$ cat config.mk
export PLATFORM = sky130hd
export DESIGN_NAME = cardinal_mc_ctrl
export DESIGN_NICKNAME = d
export VERILOG_FILES = /design/src/rtl/cardinal_mc_ctrl.sv
export SDC_FILE = /design/constraint.sdc
export NUM_CORES = 1
export LEC_CHECK = 0
export BUFFER_PORTS_ARGS = -buffer_cell sky130_fd_sc_hd__buf_4
export CELL_PAD_IN_SITES_DETAIL_PLACEMENT = 2
export CELL_PAD_IN_SITES_GLOBAL_PLACEMENT = 2
export CORE_UTILIZATION = 26
export DETAILED_ROUTE_END_ITERATION = 7
export GPL_TIMING_DRIVEN = 0
export PLACE_DENSITY_LB_ADDON = 0.1
export SYNTH_ARGS = -nofsm -noshare
export SYNTH_HDL_FRONTEND = slang
export SYNTH_SLANG_ARGS = --single-unit
$ cat constraint.sdc
create_clock -name Clock -period 2.1 [get_ports Clock]
set_input_delay 0.42 -clock Clock [delete_from_list [all_inputs] [get_ports Clock]]
set_output_delay 0.42 -clock Clock [all_outputs]
set_load 0.005 [all_outputs]
$ cat src/rtl/cardinal_mc_ctrl.sv
// Multi-cycle sequencer for VDIV/VMOD/VSQRT: freezes the pipeline, times the
// iterative unit with a width-dependent latency and strobes the tagged result.
module cardinal_mc_ctrl #(
  parameter int unsigned DIV_LAT  = 8,
  parameter int unsigned SQRT_LAT = 6
) (
  input  logic        Clock,
  input  logic        Reset,
  input  logic        Issue,
  input  logic [5:0]  Funct,
  input  logic [1:0]  WW,
  input  logic [4:0]  rD_Addr,
  input  logic        Kill,
  output logic        Stall,
  output logic        Unit_Start,
  output logic [1:0]  Unit_Sel,
  output logic        Result_Valid,
  output logic [4:0]  Result_rD,
  output logic [1:0]  Result_WW,
  output logic [15:0] Busy_Cycles
);

  localparam int unsigned CntW  = 4;
  localparam int unsigned BusyW = 16;

  localparam logic [5:0] FunctVdiv  = 6'b001110;
  localparam logic [5:0] FunctVmod  = 6'b001111;
  localparam logic [5:0] FunctVsqrt = 6'b010010;

  typedef enum logic [1:0] {
    IDLE = 2'b00,
    BUSY = 2'b01,
    DONE = 2'b10
  } state_e;

  state_e            state_q, state_d;
  logic [CntW-1:0]   cnt_q, cnt_d;
  logic [1:0]        sel_q, sel_d;
  logic [4:0]        rd_q, rd_d;
  logic [1:0]        ww_q, ww_d;
  logic              start_q, start_d;
  logic [BusyW-1:0]  busy_q, busy_d;

  logic              is_div, is_mod, is_sqrt, mc_hit;
  logic [1:0]        hit_sel;
  logic [CntW-1:0]   lat;

  // Decode of the ID instruction; latency wraps in 4 bits by construction.
  always_comb begin
    is_div  = (Funct == FunctVdiv);
    is_mod  = (Funct == FunctVmod);
    is_sqrt = (Funct == FunctVsqrt);
    mc_hit  = Issue && (is_div || is_mod || is_sqrt);
    hit_sel = is_sqrt ? 2'b10 : (is_mod ? 2'b01 : 2'b00);
    lat     = (is_sqrt ? CntW'(SQRT_LAT) : CntW'(DIV_LAT)) + CntW'(WW);
  end

  always_comb begin
    state_d = state_q;
    cnt_d   = cnt_q;
    sel_d   = sel_q;
    rd_d    = rd_q;
    ww_d    = ww_q;
    start_d = 1'b0;
    Stall   = 1'b0;
    busy_d  = busy_q;

    case (state_q)
      IDLE: begin
        if (mc_hit) begin
          Stall   = 1'b1;
          start_d = 1'b1;
          sel_d   = hit_sel;
          rd_d    = rD_Addr;
          ww_d    = WW;
          cnt_d   = lat - CntW'(1);
          state_d = BUSY;
        end
      end
      BUSY: begin
        Stall = 1'b1;
        if (Kill) begin
          state_d = IDLE;
        end else if (cnt_q == '0) begin
          state_d = DONE;
        end else begin
          cnt_d = cnt_q - CntW'(1);
        end
      end
      DONE:    state_d = IDLE;
      default: state_d = IDLE;
    endcase

    if (Stall && (busy_q != {BusyW{1'b1}})) begin
      busy_d = busy_q + BusyW'(1);
    end
  end

  always_ff @(posedge Clock) begin
    if (Reset) begin
      state_q <= IDLE;
      cnt_q   <= '0;
      sel_q   <= '0;
      rd_q    <= '0;
      ww_q    <= '0;
      start_q <= 1'b0;
      busy_q  <= '0;
    end else begin
      state_q <= state_d;
      cnt_q   <= cnt_d;
      sel_q   <= sel_d;
      rd_q    <= rd_d;
      ww_q    <= ww_d;
      start_q <= start_d;
      busy_q  <= busy_d;
    end
  end

  assign Unit_Start   = start_q;
  assign Unit_Sel     = sel_q;
  assign Result_Valid = (state_q == DONE);
  assign Result_rD    = rd_q;
  assign Result_WW    = ww_q;
  assign Busy_Cycles  = busy_q;

endmodule

# Word level (Yosys, flattened, before mapping)
# Cells that the tools add are included.
# classes
bitwise_logic	1
mux	13
n_reduce_logical	11
n_div	0
multipliers	0
n_addsub	4
n_shift	0
magnitude_cmp	0
n_eq_ne	10
# ops
operator	n
16-bit by 1-bit adder with 16-bit output, second input constant	1
4-bit two-way mux	4
16-bit != test, second input constant	1
6-bit by 4-bit equality test with 1-bit output, second input constant	2
2-bit two-way mux	4
4-bit one-hot mux with 2 select lines	1
4-bit by 1-bit subtractor with 4-bit output, second input constant	2
6-bit by 5-bit equality test with 1-bit output, second input constant	1
2-bit != test, second input constant	3
4-bit by 2-bit adder with 4-bit output	1
4-bit zero test	1
2-bit one-hot mux with 2 select lines	1
2-bit AND reduction	2
4-bit AND reduction	1
3-bit != test, second input constant	1
2-bit by 1-bit equality test with 1-bit output, second input constant	1
2-bit equality test, second input constant	1
1-bit logical AND	2
2-bit zero test	1
1-bit logical OR	2
1-bit two-way mux	2
1-bit one-hot mux with 2 select lines	1
2-bit nonzero test	1
2-bit OR reduction	1
1-bit NOT	1
# totals
out_inout_bits	28
romBits	0
latch_bits	0
elab_cells	46
ramBits	0
register_bits	32
memories	0

# Depth between registers and ports, before layout
# logic_depth
ltp_word	7
depth_mapped	7
depth_no_buf	7

# Least setup slack after synthesis
# OpenSTA, ideal clock, no wires.
# synth_path
kind	input to register
startpoint	in Funct[3]
endpoint	reg sel_q[0] (netlist: Unit_Sel[0])
stages	6
arrival_time_ps	1970
slack_ps	60
setup_time_ps	71
n_path_buf	1
path_cell_list	or4b_4 -> a21o_1 -> or2_1 -> buf_6 -> or3_1 -> a21oi_1
# synth_via
elab_chain_len	5
# synth_lines
element	line	text
from (decl)	10	input logic [5:0] Funct,
6-bit by 4-bit equality test with 1-bit output, on equally long branches	50, 51	
1-bit logical OR (2 in a row)	53	mc_hit = Issue && (is_div || is_mod || is_sqrt);
1-bit logical AND	53	
2-bit AND reduction (no source line)	--	
to (signal assigned)	111	sel_q <= sel_d;
to (decl)	38	logic [1:0] sel_q, sel_d;
# Parallel ways exist; a longest one is shown, timed or not.
# A chain may end at the register's enable or synchronous reset.

# Final worst setup path
# layout_path
startpoint	reg state_q[1]
endpoint	out Stall
# layout_via
elab_chain_len	2
# layout_lines
element	line	text
from (decl)	36	state_e state_q, state_d;
from (signal assigned)	109	state_q <= state_d;
2-bit by 1-bit equality test with 1-bit output or 2-bit zero test (tied branches)	68	case (state_q)
1-bit one-hot mux with 2 select lines *	68	
to (decl)	14	output logic Stall,
# Every way passes the cells marked *; elsewhere a longest branch is shown, timed or not.

==> impl_metrics.json <==
{
  "ys_seq_area_share_pct": 40.4,
  "fin_crit_sh_pct": 99.1,
  "seqCellArea_um2": 642,
  "hp-class": "in -> reg",
  "drt_iter0_drc": 46,
  "clkTransAtPathRegs_ns": 0.07,
  "via_count": 1626,
  "grt_first_pass_wirelength_um": 8360,
  "critPathLaunchType": "register",
  "yosys_register_bits": 32,
  "area_delta_synth_final_pct": 38.1,
  "status": "completed",
  "netlist_instances": 191,
  "drt-wirelength-per-cell_um": 16.2,
  "firstDrtPassIters": 4,
  "dieHeight_um": 80.1,
  "async_flop_share_pct": 0,
  "cts_tree": "yes",
  "synth_cell_types": 36,
  "crit_fanout": 6,
  "port_buffers": 43,
  "drc_errors": 0,
  "drive_above_1_share_pct": 29.4,
  "drt-total-wl_um": 5200,
  "max_freq_mhz": 481,
  "tightest_slew_ns": 0.579,
  "cp_top_family": "simple AND/OR/NAND/NOR gates",
  "maxCapViolCount": 0,
  "core_um2": 5890,
  "cts_buffer_depth": 2,
  "placed_area_um2": 2000,
  "grt_pass1_vias": 1666,
  "grt_max_degree": 11,
  "hold_viol": 0,
  "ys.flop_type": "dfxtp_1",
  "critPathRequiredTime_ns": 1.68,
  "num_antenna_cells": 0,
  "irDropWorstVdd_mv": 0.234,
  "setup_viol_count_final": 0,
  "yosys_warnings": 0,
  "leakagePower_nw": 0.777,
  "start_util_pct": 26.9,
  "avgViaCountPerCell": 5.08,
  "antenna_found_initial": 0,
  "avgSynthCellArea_um2": 8.29,
  "yosys-top-cells-count": "32 x dfxtp_1, 24 x nor2_1, 22 x nand2_1, 16 x a211oi_1, 15 x a21oi_1",
  "cts_buffers": 5,
  "clock_latency_ns": 0.29,
  "die_x_um": 80.1,
  "synth_nets": 211,
  "critPathCaptureType": "output pin",
  "crit_buf_inv": 2,
  "num_rows": 28,
  "dieArea_um2": 6410,
  "io_pins": 45,
  "finalMaxSlewViolations": 0,
  "postRouteAntennaNets": 0,
  "max_stage_delay_ns": 0.53,
  "grt_setup_unrepaired": "true",
  "slew_headroom_pct": 61.4,
  "dpl.hpwl_um": 3740,
  "slowest_stage": "or4bb_4",
  "grtUsageTotal_pct": 17.2,
  "syn-cell-area_um2": 1580,
  "power_density_nw_per_um2": 546,
  "cp_cell_sequence": "or4bb_4, a21o_4, buf_8, nand2_4, buf_6",
  "yosysTopAreaCell": "dfxtp_1",
  "fin_nets": 264,
  "tns_ns": 0,
  "netlist.area_leader.share_pct": 40.4,
  "synth-edff-count": 0,
  "grt_overflow": 0,
  "stdcell_area_um2": 2190,
  "synth.area.top_cells": "dfxtp_1 40%, a211oi_1 7.6%, xnor2_1 6.6%",
  "crit_type": "reg -> out",
  "crit_arrival_ns": 1.66,
  "fin_hold_ws_ns": 0.393,
  "clock-sinks": 32,
  "multiInputGateArea_um2": 928,
  "root_buffer": "clkbuf_8",
  "htreeDepth": 2,
  "period_needed_ns": 2.08,
  "place_congestion": 0.765,
  "fillers": 688,
  "fin_skew_ns": 0.0106,
  "synth.most_common_cell": "dfxtp_1"
}
## power by group
| part | internal, W | switching, W | leakage [nW] |
|---|---|---|---|
| clock network | 0.000261 | 0.000236 | 0.0510 |
| logic | 0.0000404 | 0.0000425 | 0.467 |
| registers | 0.000610 | 0.00000323 | 0.258 |
| total | 0.000912 | 0.000282 | 0.777 |
## logic make-up (layout without fill, tap and decap cells)
kind of cell             after synthesis  in the layout  share of synthesized area [%]
AND/OR/NAND/NOR                       85             85                           27.0
AO/OA/AOI/OAI                         42             42                           17.8
flip-flops                            32             32                           40.4
buffers and inverters                 15             69                           4.03
XOR/XNOR                              12             12                           6.64
adder cells (fa/ha/maj)                3              3                           2.84
multiplexers                           2              2                           1.26
## worst reg2reg max path: cells and delay by family (launching register included)
family          cells  cell delay, ns
compound gates      4            1.08
flops               1            0.33
simple gates        1            0.54
## cell usage in the layout (no fill, tap or decap), types with 2 or more instances in the layout
cell type and count:
a2111oi_0 2, buf_6 2, dfxtp_1 31, clkbuf_8 6
and4_1 3, xnor2_1 12, ha_1 2, nor2_1 24
clkbuf_2 2, buf_4 45, a211oi_1 10, nor2b_1 2
a21oi_1 15, clkbuf_1 6, mux2i_1 2, o21ai_0 3
nand3_1 9, nand4_1 7, nand2b_1 2, clkinv_2 2
inv_1 4, nand2_1 21, a211oi_2 6, nand3b_1 2
nor4_1 2, nor3_1 4
## per-layer routing
layer | vias to the layer above | track usage [%] | part of all wire (%)
li1 | 794 | - | -
met1 | 787 | 22.2 | 48
met2 | 37 | 28.1 | 46
met5 | - | 0 | 0
met4 | 0 | 5.89 | 1.4
met3 | 8 | 4.09 | 4.3
## flip-flops by register name, indices dropped and copies added (netlist names)
register	count
Busy_Cycles	16
cnt_q	4
Result_rD	5
Unit_Start	1
state_q	2
Result_WW	2
Unit_Sel	2
## through the flow
step           worst slack [ns]  total power [W]  util [%]  std cells
2_1_floorplan            0.0595         0.000661         -        191
3_3_place_gp             -0.231         0.000706      34.0        309
3_5_place_dp             -0.314         0.000707      34.0        309
4_1_cts                 -0.0271          0.00123      36.4        319
5_1_grt                 -0.0591          0.00126      37.2        320
6_report                 0.0191          0.00119      37.2        320
## path summary, 6_finish.rpt
kind              cells after the start        start  slack (ns)             end
setup / recovery                      5   state_q[1]        0.02           Stall
setup reg to reg                      5   state_q[1]        0.04  Busy_Cycles[9]
hold reg to reg                       2  Unit_Sel[0]        0.45     Unit_Sel[0]
hold / removal                        3   rD_Addr[1]        0.39    Result_rD[1]
## cell type report
type | instances | area share, %
plain buffers | 11 | 3.03
clock buffers | 6 | 3.78
inverters | 4 | 0.686
multi-input cells | 144 | 42.4
flip-flops and latches | 32 | 29.3
repair buffers | 46 | 16.0
clock inverters | 2 | 0.458
well taps | 75 | 4.29
## what timing repair did
action,4_1_cts,5_1_grt
pin swaps,1,0
gates cloned,0,0
setup endpoints to repair,15,12
hold buffers,0,0
buffers inserted,2,1
gates resized for setup,12,11
No activity file was read; power rests on OpenSTA's default activity.
